### src/rtl/oam_dma_if.sv
// oam_dma_if: bus bundle between the OAM DMA engine and the CPU, memory and PPU register port.
// Latency: none; this is wiring only, and every timing property comes from the engine.
// Backpressure: none on this bundle; the engine stalls the CPU through cpu_halt.
interface oam_dma_if;
  // CPU register-write snoop
  logic [15:0] cpu_addr;
  logic [7:0]  cpu_dout;
  logic        cpu_write;
  logic        cpu_halt;
  // Source memory read port
  logic [15:0] mem_addr;
  logic        mem_read;
  logic [7:0]  mem_din;
  // PPU register write port
  logic [2:0]  ppu_ain;
  logic        ppu_write;
  logic [7:0]  ppu_din;

  // DMA engine side
  modport master (
    input  cpu_addr, cpu_dout, cpu_write, mem_din,
    output cpu_halt, mem_addr, mem_read, ppu_ain, ppu_write, ppu_din
  );

  // CPU / memory / PPU side
  modport slave (
    output cpu_addr, cpu_dout, cpu_write, mem_din,
    input  cpu_halt, mem_addr, mem_read, ppu_ain, ppu_write, ppu_din
  );
endinterface

### src/rtl/oam_dma.sv
// oam_dma: a CPU write of page XX to DMA_REG copies CPU bytes $XX00-$XXFF into PPU register OAM_REG.
// Latency: halt rises one CPU cycle after the trigger; each byte takes one READ and one WRITE CPU cycle (513/514 total).
// Backpressure: none accepted; the CPU is stalled via cpu_halt, and all progress is paced by i_ce.
// Build option: define OAM_DMA_ALIGN_EN to insert the ALIGN cycle when HALT lands on an odd CPU cycle.
module oam_dma #(
  parameter logic [15:0] DMA_REG = 16'h4014,
  parameter logic [2:0]  OAM_REG = 3'd4
) (
  input  logic      i_clk,
  input  logic      i_reset,
  input  logic      i_ce,
  oam_dma_if.master io_bus
);

  typedef enum logic [2:0] {
    ST_IDLE  = 3'd0,
    ST_HALT  = 3'd1,
    ST_ALIGN = 3'd2,
    ST_READ  = 3'd3,
    ST_WRITE = 3'd4
  } state_t;

  state_t      r_state;
  logic [7:0]  r_page;
  logic [7:0]  r_idx;
  logic        r_halt;
  logic        r_rd_arm;
  logic        r_wr_arm;
  logic [15:0] r_mem_addr;
  logic [2:0]  r_ppu_ain;
  // Holds the byte fetched in READ; it is only ever visible while in WRITE.
  logic [7:0]  r_ppu_din;

  logic        w_trigger;
  logic        w_last;
  logic [7:0]  w_idx_next;

  assign w_trigger  = io_bus.cpu_write && (io_bus.cpu_addr == DMA_REG);
  assign w_last     = (r_idx == 8'hFF);
  assign w_idx_next = r_idx + 8'd1;

`ifdef OAM_DMA_ALIGN_EN
  logic r_parity;

  // CPU-cycle parity: flips on every CPU cycle, decides whether HALT needs an ALIGN cycle.
  always_ff @(posedge i_clk) begin
    if (i_reset) begin
      r_parity <= 1'b0;
    end else if (i_ce) begin
      r_parity <= ~r_parity;
    end
  end
`endif

  // Transfer FSM; outputs are registered alongside the state so they line up with it.
  always_ff @(posedge i_clk) begin
    if (i_reset) begin
      r_state    <= ST_IDLE;
      r_page     <= 8'h00;
      r_idx      <= 8'h00;
      r_halt     <= 1'b0;
      r_rd_arm   <= 1'b0;
      r_wr_arm   <= 1'b0;
      r_mem_addr <= 16'h0000;
      r_ppu_ain  <= 3'd0;
      r_ppu_din  <= 8'h00;
    end else if (i_ce) begin
      case (r_state)
        ST_IDLE: begin
          // Only an idle engine accepts a trigger; the page is latched here and nowhere else.
          if (w_trigger) begin
            r_page  <= io_bus.cpu_dout;
            r_idx   <= 8'h00;
            r_halt  <= 1'b1;
            r_state <= ST_HALT;
          end
        end

        ST_HALT: begin
`ifdef OAM_DMA_ALIGN_EN
          if (r_parity) begin
            r_state <= ST_ALIGN;
          end else begin
            r_state    <= ST_READ;
            r_mem_addr <= {r_page, r_idx};
            r_rd_arm   <= 1'b1;
          end
`else
          r_state    <= ST_READ;
          r_mem_addr <= {r_page, r_idx};
          r_rd_arm   <= 1'b1;
`endif
        end

        ST_ALIGN: begin
          r_state    <= ST_READ;
          r_mem_addr <= {r_page, r_idx};
          r_rd_arm   <= 1'b1;
        end

        ST_READ: begin
          // mem_din is valid in this same CPU cycle; capture it for the WRITE that follows.
          r_ppu_din  <= io_bus.mem_din;
          r_ppu_ain  <= OAM_REG;
          r_wr_arm   <= 1'b1;
          r_rd_arm   <= 1'b0;
          r_mem_addr <= 16'h0000;
          r_state    <= ST_WRITE;
        end

        ST_WRITE: begin
          // idx wraps to 0 only after the 256th write, so the address never leaves the page.
          r_idx     <= w_idx_next;
          r_wr_arm  <= 1'b0;
          r_ppu_ain <= 3'd0;
          r_ppu_din <= 8'h00;
          if (w_last) begin
            r_halt  <= 1'b0;
            r_state <= ST_IDLE;
          end else begin
            r_mem_addr <= {r_page, w_idx_next};
            r_rd_arm   <= 1'b1;
            r_state    <= ST_READ;
          end
        end

        default: begin
          r_state    <= ST_IDLE;
          r_halt     <= 1'b0;
          r_rd_arm   <= 1'b0;
          r_wr_arm   <= 1'b0;
          r_mem_addr <= 16'h0000;
          r_ppu_ain  <= 3'd0;
          r_ppu_din  <= 8'h00;
        end
      endcase
    end
  end

  // Strobes are gated by i_ce so a multi-clk CPU cycle produces exactly one pulse.
  assign io_bus.mem_read  = r_rd_arm & i_ce;
  assign io_bus.ppu_write = r_wr_arm & i_ce;

  assign io_bus.cpu_halt  = r_halt;
  assign io_bus.mem_addr  = r_mem_addr;
  assign io_bus.ppu_ain   = r_ppu_ain;
  assign io_bus.ppu_din   = r_ppu_din;

endmodule
### src/flat_wrapper.sv
// flat-port wrapper written by rule: the top's interface ports become plain ports
module oam_dma_flat 
#(
  parameter logic [15:0] DMA_REG = 16'h4014,
  parameter logic [2:0]  OAM_REG = 3'd4
)
  (i_clk, i_reset, i_ce, io_bus_cpu_addr, io_bus_cpu_dout, io_bus_cpu_write, io_bus_mem_din, io_bus_cpu_halt, io_bus_mem_addr, io_bus_mem_read, io_bus_ppu_ain, io_bus_ppu_write, io_bus_ppu_din);
  oam_dma_if io_bus_i ();
  input  logic i_clk;
  input  logic i_reset;
  input  logic i_ce;
  input wire logic [$bits(io_bus_i.cpu_addr)-1:0] io_bus_cpu_addr;
  input wire logic [$bits(io_bus_i.cpu_dout)-1:0] io_bus_cpu_dout;
  input wire logic [$bits(io_bus_i.cpu_write)-1:0] io_bus_cpu_write;
  input wire logic [$bits(io_bus_i.mem_din)-1:0] io_bus_mem_din;
  output wire logic [$bits(io_bus_i.cpu_halt)-1:0] io_bus_cpu_halt;
  output wire logic [$bits(io_bus_i.mem_addr)-1:0] io_bus_mem_addr;
  output wire logic [$bits(io_bus_i.mem_read)-1:0] io_bus_mem_read;
  output wire logic [$bits(io_bus_i.ppu_ain)-1:0] io_bus_ppu_ain;
  output wire logic [$bits(io_bus_i.ppu_write)-1:0] io_bus_ppu_write;
  output wire logic [$bits(io_bus_i.ppu_din)-1:0] io_bus_ppu_din;
  assign io_bus_i.cpu_addr = io_bus_cpu_addr;
  assign io_bus_i.cpu_dout = io_bus_cpu_dout;
  assign io_bus_i.cpu_write = io_bus_cpu_write;
  assign io_bus_i.mem_din = io_bus_mem_din;
  assign io_bus_cpu_halt = io_bus_i.cpu_halt;
  assign io_bus_mem_addr = io_bus_i.mem_addr;
  assign io_bus_mem_read = io_bus_i.mem_read;
  assign io_bus_ppu_ain = io_bus_i.ppu_ain;
  assign io_bus_ppu_write = io_bus_i.ppu_write;
  assign io_bus_ppu_din = io_bus_i.ppu_din;
  oam_dma #(.DMA_REG(DMA_REG), .OAM_REG(OAM_REG)) u_core (.i_clk(i_clk), .i_reset(i_reset), .i_ce(i_ce), .io_bus(io_bus_i));
endmodule
### config.mk
export PLATFORM = sky130hd
export DESIGN_NAME = oam_dma_flat
export DESIGN_NICKNAME = d
export VERILOG_FILES = /design/src/rtl/oam_dma_if.sv /design/src/rtl/oam_dma.sv /design/src/flat_wrapper.sv
export SDC_FILE = /design/constraint.sdc
export NUM_CORES = 1
export LEC_CHECK = 0
export CAP_MARGIN = 15
export CORE_MARGIN = 1
export CORE_UTILIZATION = 50
export CTS_BUF_LIST = sky130_fd_sc_hd__clkbuf_8
export DETAILED_ROUTE_END_ITERATION = 6
export GPL_TIMING_DRIVEN = 0
export PLACE_DENSITY = 0.83
export SETUP_SLACK_MARGIN = 0.3
export SLEW_MARGIN = 20
export SYNTH_ARGS = -nofsm -noshare
export SYNTH_HDL_FRONTEND = slang
export SYNTH_SLANG_ARGS = --single-unit
### constraint.sdc
create_clock -name i_clk -period 2.9 [get_ports i_clk]
set_input_delay 0.435 -clock i_clk [delete_from_list [all_inputs] [get_ports i_clk]]
set_output_delay 0.435 -clock i_clk [all_outputs]
set_load 0.05 [all_outputs]
==> run metrics <==
post-DR vias/cell 5.51; Iter 0 DRT Violations 140; worst hold margin 0.450 ns; Hold Buf Count CTS 0; Layout area overhead 37.0%; Relative slew margins 0.495; core area ~4000 µm²; HPWL reported at the end of detailed placement 3.67 mm; FP Rows 23; maxcap violations 0; switching power 0.248 mW; root buffer cell clkbuf_8; hold crit path type register to register; Gate power share 0.068; GRT Util Overall 0.250; Mapped Area 2090 µm²; TritonCTS clock tree yes; Post-synth ARST share 0; crit-path max FO 10; Initial Utilization 0.524; Primary FF master, synth dfxtp_1; TritonRoute pass-1 iters 4; Pleak 0.989 nW; critical path capture point type register; TritonCTS buffer count 5; CP startpoint kind input pin; Final Skew 0.00895 ns; clk buf depth 2; Final min period 2.26 ns; VDD IR max 0.000344 V; DRC Markers 0; CP required 3.10 ns; Die ar. 4450 µm²; WL/cell 13.7 µm; vias in the first global route 1877; syn avg cell area 8.28 µm²; status completed; critical path class input pin to register; CP max-delay cell nor3_2; vias 2060; Worst Tran Pin Value ~0.75 ns; Power Dens Cells around 380 nW/µm²; die width 66.7 µm; Routed WL a little over 5 mm; fraction of layout cells with a size suffix above 1 0.0864; number of library cell types mapped by synthesis 44; Arr. time, crit path about 2.5 ns; Max stage delay on crit path about 0.66 ns; first-pass GRT wire length 8.37 mm; Die H around 67 µm; Max Fclk 0.442 GHz; internal cell power around 0.85 mW; Final Wtd Congestion 0.893; Routed Antenna Nets 0; Max Transition Viols Final 0; RSZ-0062 raised after global routing no; CTS clk-pin slew, worst paths 0.09 ns; register share of total power 0.576; sequential element share of the synthesized area 0.440; period utilization 0.780; crit-path cells clkdlybuf4s50_1 > nor4bb_1 > nand2_1 > nor3_2 > nor4_1 > a31o_2; largest net degree at the start of global routing 16; I/O pin count 66; Yosys warning total 0; clk_lat worst skew approximately 0.3 ns; Inserted Diodes 0; Bufs and invs on worst path 1; dpl cells ~370; CP delay by family, top simple AND/OR/NAND/NOR gates; setup TNS 0 ns; initial antenna violation count 0; CTS-repair resized insts 0; commonest non-fill, non-tap cells in the layout clkdlybuf4s50_1, dfxtp_1, nor2_1, nand2_1, a21oi_1; number of flops mapped to enable cells by yosys 0; most common cell after layout, fill and taps aside clkdlybuf4s50_1; # clock sinks 46; port buffer count 62; # nets final 360; Final Hold Viols 0; largest area contributor in the netlist dfxtp_1; GRT overflow 0; Gate Count Post-Synth 253; register bit total from synthesis 46; Layout Cells excl Fill 374; H-tree levels 2; Post-CTS Setup Bufs 0; clock share of power 0.356; final setup vio count 0; Synth area leaders dfxtp_1, nor2_1, a21oi_1; top-area cell type share of the netlist area 0.440; Sw Ratio 0.227
-- power groups by stage --
stage | Combinational [mW] | Clock (mW) | Sequential, mW
floorplan | 0.0220 | 0 | 0.646
global placement | 0.0730 | 0 | 0.646
detailed placement | 0.0742 | 0 | 0.646
CTS | 0.0744 | 0.396 | 0.631
global route | 0.0801 | 0.425 | 0.631
finish | 0.0744 | 0.389 | 0.631
-- final timing paths --
kind	depth (start not counted)	slack [ns]	startpoint	endpoint
worst max-delay path	6	0.64	io_bus_cpu_addr[4]	u_core.r_idx[7]
worst min-delay path	2	0.45	u_core.r_page[6]	u_core.r_page[6]
worst max register to register	8	0.78	u_core.r_idx[0]	u_core.io_bus.mem_addr[2]
worst min register to register	2	0.45	u_core.r_page[6]	u_core.r_page[6]
-- metal layers --
metal / wire length, µm / part of all wire / global-route usage / up-vias
li1: - / - / - / 1025
met4: 76 / 0.015 / 0.0931 / 0
met1: 2300 / 0.45 / 0.316 / 960
met3: 254 / 0.050 / 0.0616 / 8
met5: 0 / 0 / 0 / -
met2: 2470 / 0.48 / 0.407 / 67
-- cell type report --
cell class | count | area, µm²
buffer | 18 | 116
clock buffer | 5 | 68.8
clock inverter | 3 | 18.8
fill | 337 | 1130
inverter | 3 | 11.3
multi-input combinational | 187 | 1050
sequential | 46 | 921
tap | 50 | 62.6
timing repair buffer | 62 | 621
-- cell families after synthesis --
| logic type | after synthesis | synth area share |
|---|---|---|
| AND/OR/NAND/NOR | 114 | 0.269 |
| AO/OA/AOI/OAI | 61 | 0.180 |
| flip-flops | 46 | 0.440 |
| buffers and inverters | 21 | 0.0609 |
| multiplexers | 8 | 0.0382 |
| adder cells (fa/ha/maj) | 1 | 0.00597 |
| other | 1 | 0.00179 |
| XOR/XNOR | 1 | 0.00418 |
-- synthesized netlist by cell type (2+ instances only) --
cell type and instances:
nor3_1 5, nand3b_1 2, clkbuf_1 8, o21ai_0 12
and2_1 11, nor4_1 5, buf_6 2, mux2i_1 8
nand3_1 8, or3_1 3, a22oi_1 8, buf_4 4
a21oi_1 25, buf_2 2, and3_2 2, nor2_1 34
inv_1 3, nand2_1 33, a311oi_1 5, dfxtp_1 46
a31oi_1 3, nor3_2 2
-- tightest hold or removal path: stages (launching register included) --
cell     delay [ns]
dfxtp_1        0.31
nand2_1        0.05
a21oi_1        0.05
-- sequential cells by signal, summed over array words and instances, names as in the netlist --
signal and cells:
u_core.io_bus.ppu_din 8, u_core.r_state 3, u_core.r_rd_arm 1, u_core.r_idx 8, u_core.io_bus.ppu_ain 1, u_core.io_bus.mem_addr 16
u_core.r_page 8, u_core.io_bus.cpu_halt 1
-- metrics by stage --
step / power [mW] / utilization / instance area [µm²] / setup slack (ns)
after floorplan: 0.668 / - / 2100 / 0.991
after global placement: 0.719 / 0.695 / 2780 / 0.385
after detailed placement: 0.720 / 0.695 / 2780 / 0.325
after CTS: 1.10 / 0.717 / 2870 / 0.635
after global routing: 1.14 / 0.717 / 2870 / 0.474
final: 1.09 / 0.717 / 2870 / 0.638
Note: power is estimated with default switching activity, not from simulation.
==> RTL edit: new RTL, config.mk and constraints unchanged <==
The 5 states of `state_t` get a one-hot encoding in 5 bits.
--- a/src/rtl/oam_dma.sv
+++ b/src/rtl/oam_dma.sv
@@ -12,12 +12,12 @@
   oam_dma_if.master io_bus
 );
 
-  typedef enum logic [2:0] {
-    ST_IDLE  = 3'd0,
-    ST_HALT  = 3'd1,
-    ST_ALIGN = 3'd2,
-    ST_READ  = 3'd3,
-    ST_WRITE = 3'd4
+  typedef enum logic [4:0] {
+    ST_IDLE  = 5'b00001,
+    ST_HALT  = 5'b00010,
+    ST_ALIGN = 5'b00100,
+    ST_READ  = 5'b01000,
+    ST_WRITE = 5'b10000
   } state_t;
 
   state_t      r_state;
Check against the original RTL: same outputs for any inputs over 10 cycles, from zero or initial values and one cycle with i_reset high; not proved beyond that.
==> RTL edit against the unedited design <==
- synthesized area up 5.0%
- utilization increased by 1.5 points
- worst setup slack worse by 0.18 ns
- maximum frequency down 7.3%
- critical endpoint is now io_bus_mem_read
- critical path depth fell by 1
- sequential cell count is 1 higher
- cell area is 5.0% higher
- clock power is 33% higher
- largest cell class unchanged
- routed wire length rose by 1.8%
- via count grew 2.7%
- power is 13% higher
- final cell count is 1.9% lower
- clock skew is 0.0029 ns lower
==> RTL edit: results (changes against the unedited design) <==
| Metric | Value |
|---|---|
| Status | completed |
| Global-route wire length before repair | 8120 um (-3.0%) |
| Worst Skew | 0.00610 ns (-0.00285 ns) |
| Complex-gate fraction of the synthesized area | 21.6% (+3.5 points) |
| Initial antenna violation count | 0 (unchanged) |
| DR WL/cell | 14.2 um (+3.7%) |
| DP Wirelength | 3630 um (-1.1%) |
| IO buf count | 62 (unchanged) |
| TritonRoute pass-1 iters | 4 (unchanged) |
| Largest register FFs | 16 (unchanged) |
| Diode count | 0 (unchanged) |
| Synth Area in XOR/XNOR | 0.398% (-0.020 points) |
| Clock Path Buffers | 2 (unchanged) |
| Overall Global Routing Usage | 23.5% (-1.5 points) |
| Most instantiated cells after synthesis | 47 x dfxtp_1, 26 x nand2_1, 23 x a21oi_1 |
| Layout Nets | 353 (-1.9%) |
| Worst min-delay path class | register to register |
| GPL Wtd Cong | 0.847 (-5.2%) |
| Average vias per placed instance | 5.76 (+4.6%) |
| Distinct cells, synth | 52 (+18%) |
| Seq/Total Area, Yosys | 42.8% (-1.2 points) |
| Place WS | -0.264 ns (-0.589 ns) |
| Post-Synth Adder-Cell Area | 0.569% (-0.028 points) |
| Post-CTS Setup Bufs | 0 (unchanged) |
| Pin count of the biggest net entering global routing | 16 (unchanged) |
| Clock transition at path regs | 0.09 ns (about the same) |
| CTS buffer count | 5 (unchanged) |
| Clk root buf | clkbuf_8 |
| YS warnings | 0 (unchanged) |
| Max stage delay on crit path | 0.53 ns (-0.13 ns) |
| Crit path max fanout | 10 (unchanged) |
| Mux contribution to synthesized area | 5.46% (+1.6 points) |
| Skew-Pair Late Insertion Delay | 0.30 ns (about the same) |
| Critical path's slowest cell | clkdlybuf4s50_1 |
| GR Util met3 | 8.00% (+1.8 points) |
| Share of cells above drive strength 1 | 8.83% (+0.19 points) |
| Number of fillers in the final layout | 327 (-3.0%) |
| Arr. time, crit path | 2.00 ns (-0.46 ns) |
| Asr flop ratio synth | 0% (unchanged) |
| Htree depth | 2 (unchanged) |
| Worst-Margin Slew | 1.00 ns (+0.247 ns) |
| Met2 GRT Util | 36.6% (-4.0 points) |
| Iteration-0 DRC count of the detailed router | 180 (+29%) |
| Met1 Resource Use GR | 28.7% (-2.8 points) |
| Top delay family on crit path | buffers and inverters |
| Main area contributors after synthesis | dfxtp_1 43%, mux2i_1 5.5%, a21oi_1 5.2%, nand2_1 4.4%, a22o_1 3.2% |
| Number of global-route vias before repair | 1782 (-5.1%) |
| Main synth FF type | dfxtp_1 |
| Internal Power | 977 uW (+15%) |
| Leakage Power | 0.00113 uW (+15%) |
| Maximum VDD drop | 0.369 mV (+7.4%) |
-- RTL edit: cell count changes in the layout (fill, tap and decap cells not counted), moves of 4 or more --
cell      delta
nor4_1       -5
nor2_1      -16
buf_2        +4
clkbuf_1     +5
o21ai_1      +5
o21ai_0      -7
a22o_1       +8
nand3_1      +5
and2_1       -9
mux2i_1      +4
a22oi_1      -8
nand2_1      -7
-- RTL edit: metrics by stage --
step	cell area, um2	instances	utilization, %	TNS [ns]	power [uW]
finish	3010	367	73.2	0	1240
global route	3010	367	73.2	0	1270
CTS	3010	367	73.2	0	1250
detailed placement	2890	359	70.1	-0.520	739
global placement	2890	359	70.1	-0.561	738
floorplan	2200	247	-	0	686
-- RTL edit: routing by layer --
| metal | up-vias | part of all wire, % |
|---|---|---|
| met2 | 72 | 48 |
| met4 | 0 | 2.0 |
| met1 | 994 | 44 |
| li1 | 1039 | - |
| met3 | 10 | 6.3 |
| met5 | - | 0 |
-- RTL edit: final cells by class --
cell class / count / area [um2] / share of cell area [%]
tap: 50 / 62.6 / 2.08
sequential: 47 / 941 / 31.2
buffer: 23 / 106 / 3.53
inverter: 4 / 15.0 / 0.499
multi-input combinational: 173 / 1140 / 37.9
timing repair buffer: 62 / 623 / 20.7
clock buffer: 6 / 82.6 / 2.74
clock inverter: 2 / 38.8 / 1.29
-- RTL edit: timing repair --
| action | 4_1_cts | 5_1_grt |
|---|---|---|
| gates resized for setup | 7 | 2 |
| hold buffers | 0 | 0 |
| pin swaps | 0 | 0 |
| gates cloned | 0 | 0 |
| endpoints found under the setup margin | 2 | 2 |
-- RTL edit: kinds of logic after synthesis --
| logic type | Yosys count |
|---|---|
| buffers and inverters | 27 |
| flip-flops | 47 |
| other | 1 |
| XOR/XNOR | 1 |
| multiplexers | 12 |
| adder cells (fa/ha/maj) | 1 |
| AO/OA/AOI/OAI | 70 |
| AND/OR/NAND/NOR | 87 |
-- RTL edit: final timing paths --
check,from,endpoint,slack (ns),cells after the start
hold reg to reg,u_core.r_rd_arm$_SDFFE_PP0P_,u_core.r_rd_arm$_SDFFE_PP0P_,0.45,1
setup reg to reg,u_core.r_idx[1]$_SDFFE_PP0P_,u_core.io_bus.mem_addr[10]$_SDFFE_PP0P_,0.58,6
setup / recovery,i_ce,io_bus_mem_read,0.46,5
hold / removal,u_core.r_rd_arm$_SDFFE_PP0P_,u_core.r_rd_arm$_SDFFE_PP0P_,0.45,1
-- RTL edit: power groups by stage --
stage	logic, uW	clock network (uW)	registers [uW]
6_report	79.1	518	645
3_3_place_gp	78.5	0	660
4_1_cts	79.2	526	645
5_1_grt	84.5	544	645
2_1_floorplan	26.4	0	660
3_5_place_dp	78.9	0	660
